File: src/rtl/iob_uart_lite.sv
// Native-bus UART responder: register map plus 8N1 TX/RX engines.
// Define UART_ERR_EN to add sticky framing/overrun flags in STATUS.
module iob_uart_lite #(
  parameter int          DATA_W  = 32,
  parameter int          ADDR_W  = 4,
  parameter logic [15:0] DIV_RST = 16'd868
) (
  input  logic              clk,
  input  logic              rst_n,
  input  logic              valid,
  input  logic [ADDR_W-1:0] addr,
  input  logic [DATA_W-1:0] wdata,
  input  logic [3:0]        wstrb,
  output logic [DATA_W-1:0] rdata,
  output logic              ready,
  output logic              txd,
  input  logic              rxd
);

  typedef enum logic [1:0] {
    S_IDLE, S_START, S_DATA, S_STOP
  } st_t;

  logic              ready_q;
  logic [DATA_W-1:0] rdata_q, rdata_d;
  logic [15:0]       div_q, div_d, div_eff;
  logic              txen_q, txen_d;
  logic              rxen_q, rxen_d;

  st_t         tx_st_q, tx_st_d;
  logic [15:0] tx_cnt_q, tx_cnt_d;
  logic [2:0]  tx_bit_q, tx_bit_d;
  logic [7:0]  tx_sh_q, tx_sh_d;
  logic        txd_q, txd_d;

  logic        rx_s1_q, rx_s2_q, rx_prev_q;
  st_t         rx_st_q, rx_st_d;
  logic [15:0] rx_cnt_q, rx_cnt_d;
  logic [2:0]  rx_bit_q, rx_bit_d;
  logic [7:0]  rx_sh_q, rx_sh_d;
  logic [7:0]  rx_buf_q, rx_buf_d;
  logic        rxrdy_q, rxrdy_d;
  logic        rx_done, rx_bad;
`ifdef UART_ERR_EN
  logic [1:0]  err_q, err_d;
`endif

  logic acc, wr, rd, srst, tx_rdy, rd7, rd8;
  logic [DATA_W-1:0] unused_wdata;

  assign unused_wdata = wdata;
  assign acc    = valid & ~ready_q;
  assign wr     = acc & (wstrb != 4'd0);
  assign rd     = acc & (wstrb == 4'd0);
  assign srst   = wr & (addr == ADDR_W'(0));
  assign rd7    = rd & (addr == ADDR_W'(7));
  assign rd8    = rd & (addr == ADDR_W'(8));
  assign tx_rdy = txen_q & (tx_st_q == S_IDLE);
  assign div_eff = (div_q < 16'd2) ? 16'd2 : div_q;

  assign ready = ready_q;
  assign rdata = rdata_q;
  assign txd   = txd_q;

  always_comb begin
    div_d   = div_q;
    txen_d  = txen_q;
    rxen_d  = rxen_q;
    rdata_d = '0;
    if (wr) begin
      case (addr)
        ADDR_W'(1): div_d  = wdata[15:0];
        ADDR_W'(3): txen_d = wdata[0];
        ADDR_W'(4): rxen_d = wdata[0];
        default: ;
      endcase
    end
    if (rd) begin
      case (addr)
        ADDR_W'(5): rdata_d = DATA_W'(tx_rdy);
        ADDR_W'(6): rdata_d = DATA_W'(rxrdy_q);
        ADDR_W'(7): rdata_d = DATA_W'(rx_buf_q);
`ifdef UART_ERR_EN
        ADDR_W'(8): rdata_d = DATA_W'(err_q);
`endif
        default:    rdata_d = '0;
      endcase
    end
  end

  always_comb begin
    tx_st_d  = tx_st_q;
    tx_cnt_d = tx_cnt_q;
    tx_bit_d = tx_bit_q;
    tx_sh_d  = tx_sh_q;
    txd_d    = txd_q;
    case (tx_st_q)
      S_IDLE: begin
        txd_d = 1'b1;
        if (wr && addr == ADDR_W'(2) && tx_rdy) begin
          tx_st_d  = S_START;
          tx_cnt_d = div_eff - 16'd1;
          tx_sh_d  = wdata[7:0];
          txd_d    = 1'b0;
        end
      end
      S_START: begin
        if (tx_cnt_q == 16'd0) begin
          tx_st_d  = S_DATA;
          tx_cnt_d = div_eff - 16'd1;
          tx_bit_d = 3'd0;
          txd_d    = tx_sh_q[0];
        end else tx_cnt_d = tx_cnt_q - 16'd1;
      end
      S_DATA: begin
        if (tx_cnt_q == 16'd0) begin
          tx_cnt_d = div_eff - 16'd1;
          if (tx_bit_q == 3'd7) begin
            tx_st_d = S_STOP;
            txd_d   = 1'b1;
          end else begin
            tx_bit_d = tx_bit_q + 3'd1;
            tx_sh_d  = {1'b0, tx_sh_q[7:1]};
            txd_d    = tx_sh_q[1];
          end
        end else tx_cnt_d = tx_cnt_q - 16'd1;
      end
      S_STOP: begin
        if (tx_cnt_q == 16'd0) tx_st_d = S_IDLE;
        else tx_cnt_d = tx_cnt_q - 16'd1;
      end
      default: tx_st_d = S_IDLE;
    endcase
  end

  always_comb begin
    rx_st_d  = rx_st_q;
    rx_cnt_d = rx_cnt_q;
    rx_bit_d = rx_bit_q;
    rx_sh_d  = rx_sh_q;
    rx_done  = 1'b0;
    rx_bad   = 1'b0;
    case (rx_st_q)
      S_IDLE: begin
        if (rx_prev_q && !rx_s2_q) begin
          rx_st_d  = S_START;
          rx_cnt_d = {1'b0, div_eff[15:1]} - 16'd1;
        end
      end
      S_START: begin
        if (rx_cnt_q == 16'd0) begin
          // A start bit that is high again mid-bit was only a glitch
          rx_st_d  = rx_s2_q ? S_IDLE : S_DATA;
          rx_cnt_d = div_eff - 16'd1;
          rx_bit_d = 3'd0;
        end else rx_cnt_d = rx_cnt_q - 16'd1;
      end
      S_DATA: begin
        if (rx_cnt_q == 16'd0) begin
          rx_sh_d  = {rx_s2_q, rx_sh_q[7:1]};
          rx_cnt_d = div_eff - 16'd1;
          if (rx_bit_q == 3'd7) rx_st_d = S_STOP;
          else rx_bit_d = rx_bit_q + 3'd1;
        end else rx_cnt_d = rx_cnt_q - 16'd1;
      end
      S_STOP: begin
        if (rx_cnt_q == 16'd0) begin
          rx_st_d = S_IDLE;
          rx_done = 1'b1;
          rx_bad  = ~rx_s2_q;
        end else rx_cnt_d = rx_cnt_q - 16'd1;
      end
      default: rx_st_d = S_IDLE;
    endcase
    if (!rxen_q) begin
      rx_st_d = S_IDLE;
      rx_done = 1'b0;
      rx_bad  = 1'b0;
    end
  end

  always_comb begin
    rx_buf_d = rx_buf_q;
    rxrdy_d  = rxrdy_q & ~rd7;
`ifdef UART_ERR_EN
    err_d = rd8 ? 2'b00 : err_q;
    if (rx_done) begin
      rx_buf_d = rx_sh_q;
      rxrdy_d  = 1'b1;
      if (rx_bad) err_d[0] = 1'b1;
      if (rxrdy_q && !rd7) err_d[1] = 1'b1;
    end
`else
    if (rx_done && !rx_bad) begin
      rx_buf_d = rx_sh_q;
      rxrdy_d  = 1'b1;
    end
`endif
  end

  // Handshake and DIV survive SOFTRESET so its own write still completes
  always_ff @(posedge clk) begin
    if (!rst_n) begin
      ready_q <= 1'b0;
      rdata_q <= '0;
      div_q   <= DIV_RST;
    end else begin
      ready_q <= acc;
      rdata_q <= rdata_d;
      div_q   <= div_d;
    end
  end

  always_ff @(posedge clk) begin
    if (!rst_n || srst) begin
      txen_q    <= 1'b0;
      rxen_q    <= 1'b0;
      tx_st_q   <= S_IDLE;
      tx_cnt_q  <= '0;
      tx_bit_q  <= '0;
      tx_sh_q   <= '0;
      txd_q     <= 1'b1;
      rx_s1_q   <= 1'b1;
      rx_s2_q   <= 1'b1;
      rx_prev_q <= 1'b1;
      rx_st_q   <= S_IDLE;
      rx_cnt_q  <= '0;
      rx_bit_q  <= '0;
      rx_sh_q   <= '0;
      rx_buf_q  <= '0;
      rxrdy_q   <= 1'b0;
`ifdef UART_ERR_EN
      err_q     <= 2'b00;
`endif
    end else begin
      txen_q    <= txen_d;
      rxen_q    <= rxen_d;
      tx_st_q   <= tx_st_d;
      tx_cnt_q  <= tx_cnt_d;
      tx_bit_q  <= tx_bit_d;
      tx_sh_q   <= tx_sh_d;
      txd_q     <= txd_d;
      rx_s1_q   <= rxd;
      rx_s2_q   <= rx_s1_q;
      rx_prev_q <= rx_s2_q;
      rx_st_q   <= rx_st_d;
      rx_cnt_q  <= rx_cnt_d;
      rx_bit_q  <= rx_bit_d;
      rx_sh_q   <= rx_sh_d;
      rx_buf_q  <= rx_buf_d;
      rxrdy_q   <= rxrdy_d;
`ifdef UART_ERR_EN
      err_q     <= err_d;
`endif
    end
  end

endmodule

File: config.mk
export PLATFORM = sky130hd
export DESIGN_NAME = iob_uart_lite
export DESIGN_NICKNAME = d
export VERILOG_FILES = /design/src/rtl/iob_uart_lite.sv
export SDC_FILE = /design/constraint.sdc
export NUM_CORES = 1
export LEC_CHECK = 0
export ABC_AREA = 1
export CORE_MARGIN = 2
export CORE_UTILIZATION = 60
export CTS_CLUSTER_SIZE = 40
export DETAILED_ROUTE_END_ITERATION = 6
export DONT_BUFFER_PORTS = 1
export PLACE_DENSITY = 0.73
export SYNTH_ARGS = -nofsm -noshare
export SYNTH_HDL_FRONTEND = slang
export SYNTH_SLANG_ARGS = --single-unit
File: constraint.sdc
create_clock -name clk -period 2.5 [get_ports clk]
set_clock_uncertainty 0.2 [all_clocks]
set_input_delay 0.75 -clock clk [delete_from_list [all_inputs] [get_ports clk]]
set_output_delay 0.75 -clock clk [all_outputs]
set_load 0.05 [all_outputs]
==> results of run 1 <==
layout by cell type, fill, tap and decap left out, types with 6 or more instances in the layout:
cell type and count:
o21ai_0 75, nor2_1 87, nand2_1 157, ha_1 17, clkbuf_8 10, inv_1 99, a31oi_1 10, dfxtp_1 97
nor2_2 10, or2_2 6, a21oi_1 81, inv_2 7, xor2_1 30, nor2_4 7, nor3_1 17, buf_4 45
conb_1 24, nand4_1 7, nand3_1 37, o211ai_1 10, o21ai_1 11
state kept, by name, indices dropped and copies added, names as in the netlist, 2 cells and up, named ones only:
signal / count
rx_cnt_q: 16
tx_st_q: 2
div_q: 16
tx_cnt_q: 16
tx_sh_q: 8
rdata: 8
rx_bit_q: 3
tx_bit_q: 3
rx_sh_q: 8
rx_buf_q: 8
layer usage:
layer | global-route usage | share of wire
met1 | 0.388 | 0.44
met2 | 0.497 | 0.48
met3 | 0.0376 | 0.064
met4 | 0.0830 | 0.014
met5 | 0 | 0
critical path, stage by stage, from the launching register on:
cell and delay (ns):
dfxtp_1 0.36, nor2_2 0.05, nand2_1 0.12, nor2_4 0.06
nand2_4 0.08, nand2_2 0.06, inv_1 0.10, ha_2 0.22
nand2_4 0.08, nor2_4 0.13, nand2_1 0.07, xor2_1 0.14
buf_4 0.15, nand2_1 0.05, nand3_1 0.08, a31oi_1 0.20
nor2_1 0.05
layout make-up:
cell class | count | area (um^2)
multi-input cells | 640 | 3500
fillers | 884 | 3130
flip-flops and latches | 98 | 1960
inverters | 107 | 404
repair buffers | 47 | 378
well taps | 133 | 166
clock buffers | 10 | 138
clock inverters | 6 | 47.5
cell families (layout without fill, tap and decap cells):
kind of cell | count (synthesis) | after routing | synth area share
flip-flops | 98 | 98 | 0.326
XOR/XNOR | 37 | 37 | 0.0539
other | 1 | 24 | 0.000624
AO/OA/AOI/OAI | 204 | 204 | 0.187
buffers and inverters | 156 | 170 | 0.118
multiplexers | 1 | 1 | 0.00166
AND/OR/NAND/NOR | 355 | 355 | 0.273
adder cells (fa/ha/maj) | 19 | 19 | 0.0395
how the worst max path moves through the flow:
stage	endpoint	slack [ns]	depth (start not counted)	start
after floorplan	rx_cnt_q[10]	0.28	15	div_q[4]
after global placement	rx_cnt_q[8]	0.07	13	div_q[2]
after detailed placement	rx_cnt_q[8]	0.03	13	div_q[2]
after CTS	rx_cnt_q[8]	-0.003	14	div_q[2]
after global routing	rx_cnt_q[12]	0.007	16	div_q[8]
final	rx_cnt_q[12]	0.21	16	div_q[8]
power groups by stage:
stage / Combinational, mW / Clock, mW / Sequential [mW]
3_5_place_dp: 2.06 / 0 / 2.04
6_report: 2.12 / 1.00 / 2.02
5_1_grt: 2.34 / 1.08 / 2.05
2_1_floorplan: 1.68 / 0 / 1.99
4_1_cts: 2.07 / 1.01 / 2.01
3_3_place_gp: 2.01 / 0 / 2.04
repair_timing:
action | CTS | global route
endpoints found under the hold margin | 0 | 0
pin swaps | 0 | 3
buffers inserted | 0 | 2
setup endpoints to repair | 1 | 19
gates resized for setup | 2 | 16
stage by stage:
stage               TNS [ns]  cells
global placement           0   1023
global route               0   1041
finish                     0   1041
floorplan                  0    894
CTS                 -0.00300   1039
detailed placement         0   1023
==> results.json, run 1 <==
{
  "status": "complete, no violations",
  "ys_ff_latch": 98,
  "synth_most_common_cell": "nand2_1",
  "hp-start": "rx_s1_q",
  "synthFlopType": "dfxtp_1",
  "syn_to_final_growth_pct": 9.78,
  "finalPower_mw": 5.14,
  "p_int_mw": 2.94,
  "io-pin-count": 78,
  "die_h_um": 104,
  "hold_viol_final": 0,
  "synth.cell_area_mm2": 0.00601,
  "netlist_top_cells_count": "158 x nand2_1, 99 x inv_1, 98 x dfxtp_1",
  "cp.required_ns": 2.56,
  "drtAntennaViolNets": 0,
  "slew-limit-headroom": 0.665,
  "max_freq_mhz": 436,
  "yosysSeqAreaShare": 0.326,
  "vdd_drop_max_uv": 536,
  "start_util": 0.618,
  "die_w_um": 104,
  "track_usage": 0.291,
  "place_area_mm2": 0.00632,
  "synth_cell_types": 47,
  "clock_path_buffers": 2,
  "antenna_found_initial": 0,
  "drc": 0,
  "hpwl_mm": 11.8,
  "fin_crit_ns": 2.29,
  "synth_top_area_frac": 0.326,
  "fin_util": 0.678,
  "drv_slew": 0,
  "die_area_mm2": 0.0108,
  "wire_per_inst_um": 14.9,
  "rr_endpoint": "rx_cnt_q[12]",
  "clkPwrFrac": 0.195,
  "grt_pass1_wl_mm": 25.6,
  "grt_pass1_vias": 5391,
  "r2r-start": "div_q[8]",
  "cts_tree": "done",
  "rows": 36,
  "tightest_slew_ns": 0.503,
  "p_seq_frac": 0.393,
  "pre_cts_ws_ns": 0.0309,
  "setup_viol": 0,
  "grt_max_degree": 48,
  "cap_violations": 0,
  "cp_max_fo": 3,
  "hold-path-cell-count": 1,
  "crit_type": "reg2reg",
  "dr.pass1.iters": 5,
  "synthCells": 871,
  "layout-drive-gt1-share": 0.141,
  "rrSetupSlack_ns": 0.21,
  "path_clk_slew_ns": 0.10,
  "critPathLaunchType": "register",
  "leakagePower_nw": 2.94,
  "insertion_delay_ns": 0.37,
  "hold-path-endpoint": "rx_s2_q",
  "cts_sinks": 98,
  "vias": 5693,
  "h-tree-depth": 3,
  "p_sw_frac": 0.427,
  "synth-warning-count": 0,
  "end_kind": "register",
  "drtIter0Drc": 451,
  "whs_ns": 0.234,
  "final_nets": 966,
  "grt.overflow.total": 0,
  "reg2reg_depth": 16,
  "hold_path.class": "reg2reg",
  "globalplace.congestion": 0.874,
  "via_per_inst": 5.47,
  "stdcell_area_mm2": 0.00660,
  "diodes": 0,
  "postCtsHoldBufs": 0,
  "post-route-period-util": 0.917,
  "numPortBuffers": 0,
  "async_flop_share": 0,
  "synth_top_area_cell": "dfxtp_1",
  "pwr-share-comb": 0.412,
  "routed_wl_mm": 15.6,
  "core_mm2": 0.00973,
  "pwr_density_cell_mw_per_mm2": 779,
  "arrival_ns": 2.36,
  "netlist_top_cells_area": "dfxtp_1 33%, nand2_1 9.9%, a21oi_1 6.9%",
  "synth_edf_count": 0,
  "layout_setup_ws_ns": 0.208,
  "rsz0062_at_grt": "false",
  "cts_root_buffer": "clkbuf_8",
  "p_sw_mw": 2.20,
  "syn_area_per_cell_um2": 6.90,
  "numCtsBuffers": 9
}
Note: power is estimated with default switching activity, not from simulation.
==> inputs of run 2 (changes only) <==
==> constraint.sdc (replaced) <==
create_clock -name clk -period 2.4 [get_ports clk]
set_clock_uncertainty 0.2 [all_clocks]
set_input_delay 0.72 -clock clk [delete_from_list [all_inputs] [get_ports clk]]
set_output_delay 0.72 -clock clk [all_outputs]
set_load 0.05 [all_outputs]
==> run 2 against run 1 <==
- flip-flop and latch count is the same
- global-route usage up 0.70 points
- wire length rose by 2.2%
- via count is 1.6% higher
- worst setup slack worse by 0.12 ns
- the run now ends with DRC left
- final cell count is 1.9% higher
- final area up 3.2%
- critical path type unchanged
- sequential share of layout area decreased by 0.91 points
- die area is the same
- count of clock-buffer cells in the layout shrank 1
- clock power increased by 22%
- sequential power up 4%
==> results.json, run 2 (same netlist as run 1, synthesis figures left out) <==
{
  "fillCellCount": 867,
  "grt_max_degree": 31,
  "place_area_mm2": 0.00639,
  "slew-limit-headroom": 0.660,
  "dr.pass1.iters": 7,
  "met3_length_um": 938,
  "cp_max_fo": 3,
  "clock_path_buffers": 2,
  "insertion_delay_ns": 0.39,
  "crit_chain": "nor2_2, nand2_1, nor2_2, nand2_4, nand2_4, ha_2, nand2_4, nor2_4, xor2_1, a21oi_1, o211ai_1, a21oi_1",
  "layout-drive-gt1-share": 0.168,
  "finalPower_mw": 5.54,
  "largestRegisters": "div_q: 16 flops, rx_cnt_q: 16 flops, tx_cnt_q: 16 flops",
  "drc": 2,
  "numCtsBuffers": 9,
  "cp.required_ns": 2.49,
  "die_h_um": 104,
  "path_depth": 12,
  "post-route-period-util": 0.963,
  "status": "complete, but fails checks",
  "drv_slew": 0,
  "p_sw_frac": 0.411,
  "pwr-share-comb": 0.401,
  "io-pin-count": 78,
  "critPathBufInv": 0,
  "multi_input_area_mm2": 0.00354,
  "cts_sinks": 98,
  "syn_to_final_growth_pct": 13.3,
  "diodes": 0,
  "layout_common_cells": "153 x nand2_1, 97 x inv_1, 96 x dfxtp_1",
  "reg2reg_depth": 12,
  "crit_type": "reg2reg",
  "final_nets": 986,
  "antenna_found_initial": 0,
  "p_sw_mw": 2.28,
  "numPortBuffers": 0,
  "tightest_slew_ns": 0.509,
  "path_clk_slew_ns": 0.10,
  "die_w_um": 104,
  "leakagePower_nw": 3.04,
  "max_freq_mhz": 433,
  "setup_viol": 0,
  "cpPeakStageDelay_ns": 0.33,
  "slowest_stage": "dfxtp_1",
  "grt_pass1_vias": 5440,
  "cts_root_buffer": "clkbuf_8",
  "failed_checks": "DRC",
  "final_common_cell": "nand2_1",
  "critPathLaunchType": "register",
  "rows": 36,
  "stdcell_area_mm2": 0.00681,
  "cpMostUsedCell": "nand2_4",
  "postCtsHoldBufs": 0,
  "seq_area_mm2": 0.00196,
  "hold_path.class": "in2reg",
  "wl_met2_mm": 7.65,
  "core_mm2": 0.00973,
  "pwr_density_cell_mw_per_mm2": 814,
  "hold_viol_final": 0,
  "via_per_inst": 5.45,
  "vias": 5783,
  "vdd_drop_max_uv": 689,
  "cap_violations": 0,
  "setup_tns_ns": 0,
  "cts_tree": "done",
  "arrival_ns": 2.40,
  "clkPwrFrac": 0.220,
  "die_area_mm2": 0.0108,
  "h-tree-depth": 3,
  "drtAntennaViolNets": 0,
  "fin_util": 0.700,
  "end_kind": "register",
  "cp_top_family": "simple AND/OR/NAND/NOR gates",
  "start_util": 0.618,
  "p_int_mw": 3.27,
  "drtIter0Drc": 388,
  "wire_per_inst_um": 15.0,
  "track_usage": 0.298,
  "hold-path-cell-count": 1,
  "hpwl_mm": 11.8,
  "wl_met1_mm": 7.00,
  "fin_crit_ns": 2.31,
  "dr.max_layer_used": "met4",
  "globalplace.congestion": 0.904,
  "p_seq_frac": 0.379,
  "grt_pass1_wl_mm": 26.1,
  "routed_wl_mm": 15.9,
  "grt.overflow.total": 0
}
==> run 2: cell types whose count changed in the layout (fill, tap and decap cells not counted), moves of 2 or more <==
cell,delta
buf_4,+20
inv_1,-2
nand2_2,+4
o21ai_0,-2
bufinv_16,+2
nand2_1,-4
inv_6,-2
o21ai_1,+2
==> run 2: timing repair <==
item	in CTS	in global routing
pin swaps	4	10
buffers inserted	5	6
endpoints found under the setup margin	5	29
cloned	0	1
gates resized for setup	9	21
==> run 2: stage by stage <==
step / instances / setup slack, ns / hold slack [ns]
after global placement: 1033 / -0.0378 / 0.202
after global routing: 1061 / -0.00983 / 0.202
final: 1061 / 0.0881 / 0.214
after floorplan: 894 / 0.183 / 0.193
after CTS: 1054 / 0.0286 / 0.202
after detailed placement: 1033 / -0.0643 / 0.212
==> run 2: area by class of cell <==
type | instances | area share
clock buffer | 9 | 0.0182
clock inverter | 7 | 0.0149
inverter | 107 | 0.0597
multi-input combinational | 641 | 0.520
sequential | 98 | 0.288
tap | 133 | 0.0244
timing repair buffer | 66 | 0.0746
==> run 2: worst paths after layout <==
check | to | startpoint | slack [ns]
worst min register to register | rx_s2_q | rx_s1_q | 0.23
worst max-delay path | rx_cnt_q[8] | div_q[13] | 0.09
worst max register to register | rx_cnt_q[8] | div_q[13] | 0.09
worst min-delay path | div_q[9] | rst_n | 0.21
==> run 2: worst register-to-register path, delay by kind of cell, from the launching register on <==
family	cells	cell delay, ns
AO/OA/AOI/OAI	3	0.42
XOR/XNOR	1	0.32
adder cells (fa/ha/maj)	1	0.21
flip-flops	1	0.33
AND/OR/NAND/NOR	7	0.75
==> run 2: routing by layer <==
metal / GRT usage / up-vias
li1: - / 2894
met1: 0.378 / 2683
met2: 0.511 / 180
met3: 0.0576 / 26
met4: 0.0985 / 0
met5: 0 / -
==> run 2: power groups by stage <==
stage / Clock [mW] / Sequential [mW] / Combinational [mW]
finish: 1.22 / 2.10 / 2.22
global route: 1.30 / 2.12 / 2.47
CTS: 1.24 / 2.09 / 2.16
detailed placement: 0 / 2.13 / 2.14
global placement: 0 / 2.12 / 2.09
floorplan: 0 / 2.08 / 1.75
==> inputs of run 3 (changes only) <==
--- a/config.mk
+++ b/config.mk
@@ -6,8 +6,9 @@
 export NUM_CORES = 1
 export LEC_CHECK = 0
 export ABC_AREA = 1
-export CORE_MARGIN = 2
+export CORE_MARGIN = 3
 export CORE_UTILIZATION = 60
+export CTS_CLUSTER_DIAMETER = 60
 export CTS_CLUSTER_SIZE = 40
 export DETAILED_ROUTE_END_ITERATION = 6
 export DONT_BUFFER_PORTS = 1
==> run 3 against run 2 <==
- the run now ends clean
- sequential power about the same
- flip-flop and latch count unchanged
- die area up 3.9%
- worst setup slack worse by 0.026 ns
- largest power group unchanged
==> results.json, run 3 (same netlist as run 1, synthesis figures left out) <==
{
  "layout-drive-gt1-share": 0.157,
  "drtAntennaViolNets": 0,
  "core_mm2": 0.00950,
  "insertion_delay_ns": 0.38,
  "vdd_drop_max_uv": 474,
  "fillCellCount": 820,
  "grt_pass1_wl_mm": 25.9,
  "cap_violations": 0,
  "hold_viol_final": 0,
  "pre_cts_ws_ns": 0.00796,
  "dr.pass1.iters": 6,
  "vias": 5894,
  "drc": 0,
  "end_kind": "register",
  "antenna_found_initial": 0,
  "leakagePower_nw": 2.99,
  "crit_chain": "nor2_1, nand2_1, nor2_2, nand2_4, nand2_2, inv_1, ha_2, nand3_1, inv_1, nand2_1, xor2_2, buf_4, or2_1, a31oi_1",
  "start_util": 0.633,
  "die_h_um": 106,
  "layout_common_cells": "156 x nand2_1, 99 x inv_1, 96 x dfxtp_1",
  "tightest_slew_ns": 0.512,
  "fin_util": 0.706,
  "postCtsHoldBufs": 0,
  "stdcell_area_mm2": 0.00671,
  "place_area_mm2": 0.00637,
  "via_per_inst": 5.62,
  "cts_sinks": 98,
  "routed_wl_mm": 16.0,
  "grt_pass1_vias": 5410,
  "largestRegisters": "div_q: 16 flops, rx_cnt_q: 16 flops, tx_cnt_q: 16 flops",
  "setup_viol": 0,
  "max_freq_mhz": 428,
  "cpPeakStageDelay_ns": 0.37,
  "grt_max_degree": 31,
  "finalPower_mw": 5.38,
  "post-route-period-util": 0.974,
  "cts_tree": "done",
  "final_nets": 978,
  "drv_slew": 0,
  "rsz0062_at_grt": "true",
  "track_usage": 0.284,
  "numCtsBuffers": 9,
  "layout_setup_ws_ns": 0.0616,
  "crit_type": "reg2reg",
  "h-tree-depth": 3,
  "status": "complete, no violations",
  "cp_top_family": "simple AND/OR/NAND/NOR gates",
  "io-pin-count": 78,
  "critPathLaunchType": "register",
  "clock_path_buffers": 2,
  "die_area_mm2": 0.0113,
  "slew-limit-headroom": 0.658,
  "cp.required_ns": 2.50,
  "drtIter0Drc": 440,
  "diodes": 0,
  "globalplace.congestion": 0.951,
  "critPathBufInv": 3,
  "hold_path.class": "in2reg",
  "final_common_cell": "nand2_1",
  "numPortBuffers": 0,
  "rows": 35,
  "cts_root_buffer": "clkbuf_8",
  "pwr_density_cell_mw_per_mm2": 803,
  "fin_crit_ns": 2.34,
  "die_w_um": 106,
  "syn_to_final_growth_pct": 11.5,
  "arrival_ns": 2.44,
  "hpwl_mm": 12.1,
  "cp_max_fo": 4,
  "path_clk_slew_ns": 0.10,
  "grt.overflow.total": 0,
  "slowest_stage": "dfxtp_1",
  "wire_per_inst_um": 15.2
}
==> run 3: path summary, 6_finish.rpt <==
path	from	to	slack (ns)	cells after the start
setup / recovery	div_q[7]	tx_cnt_q[9]	0.06	14
hold / removal	rst_n	div_q[8]	0.23	1
setup reg to reg	div_q[7]	tx_cnt_q[9]	0.06	14
hold reg to reg	rx_s1_q	rx_s2_q	0.23	1
==> run 3: cell type report <==
class                      count  area, um^2  area share
multi-input combinational    641        3530       0.527
sequential                    98        1960       0.293
timing repair buffer          58         448      0.0668
inverter                     107         407      0.0606
tap                          129         161      0.0241
clock buffer                  10         138      0.0205
clock inverter                 6        55.1     0.00821
==> run 3: stage by stage <==
stage / cells / setup TNS, ns / hold slack [ns]
after global routing: 1049 / -0.0817 / 0.205
after global placement: 1028 / 0 / 0.202
after CTS: 1044 / 0 / 0.219
final: 1049 / 0 / 0.226
after floorplan: 894 / 0 / 0.193
after detailed placement: 1028 / 0 / 0.214
==> run 3: repair_timing <==
| action | 4_1_cts | 5_1_grt |
|---|---|---|
| gates cloned | 0 | 1 |
| buffers inserted | 0 | 4 |
| pin swaps | 0 | 2 |
| resized for setup | 1 | 23 |
| setup endpoints to repair | 1 | 33 |
==> run 3: where the power goes <==
group	internal, mW	leakage [nW]	switching, mW	total (mW)
Combinational	0.800	2.10	1.40	2.20
Sequential	1.86	0.796	0.241	2.10
Clock	0.428	0.0934	0.646	1.07
Total	3.09	2.99	2.29	5.38
==> run 3: metal layers <==
| layer | vias to the layer above | GRT usage | wire length [um] |
|---|---|---|---|
| met5 | - | 0 | 0 |
| met4 | 0 | 0.0879 | 351 |
| met3 | 31 | 0.0419 | 1130 |
| met2 | 259 | 0.478 | 7580 |
| met1 | 2717 | 0.375 | 6890 |
| li1 | 2887 | - | - |
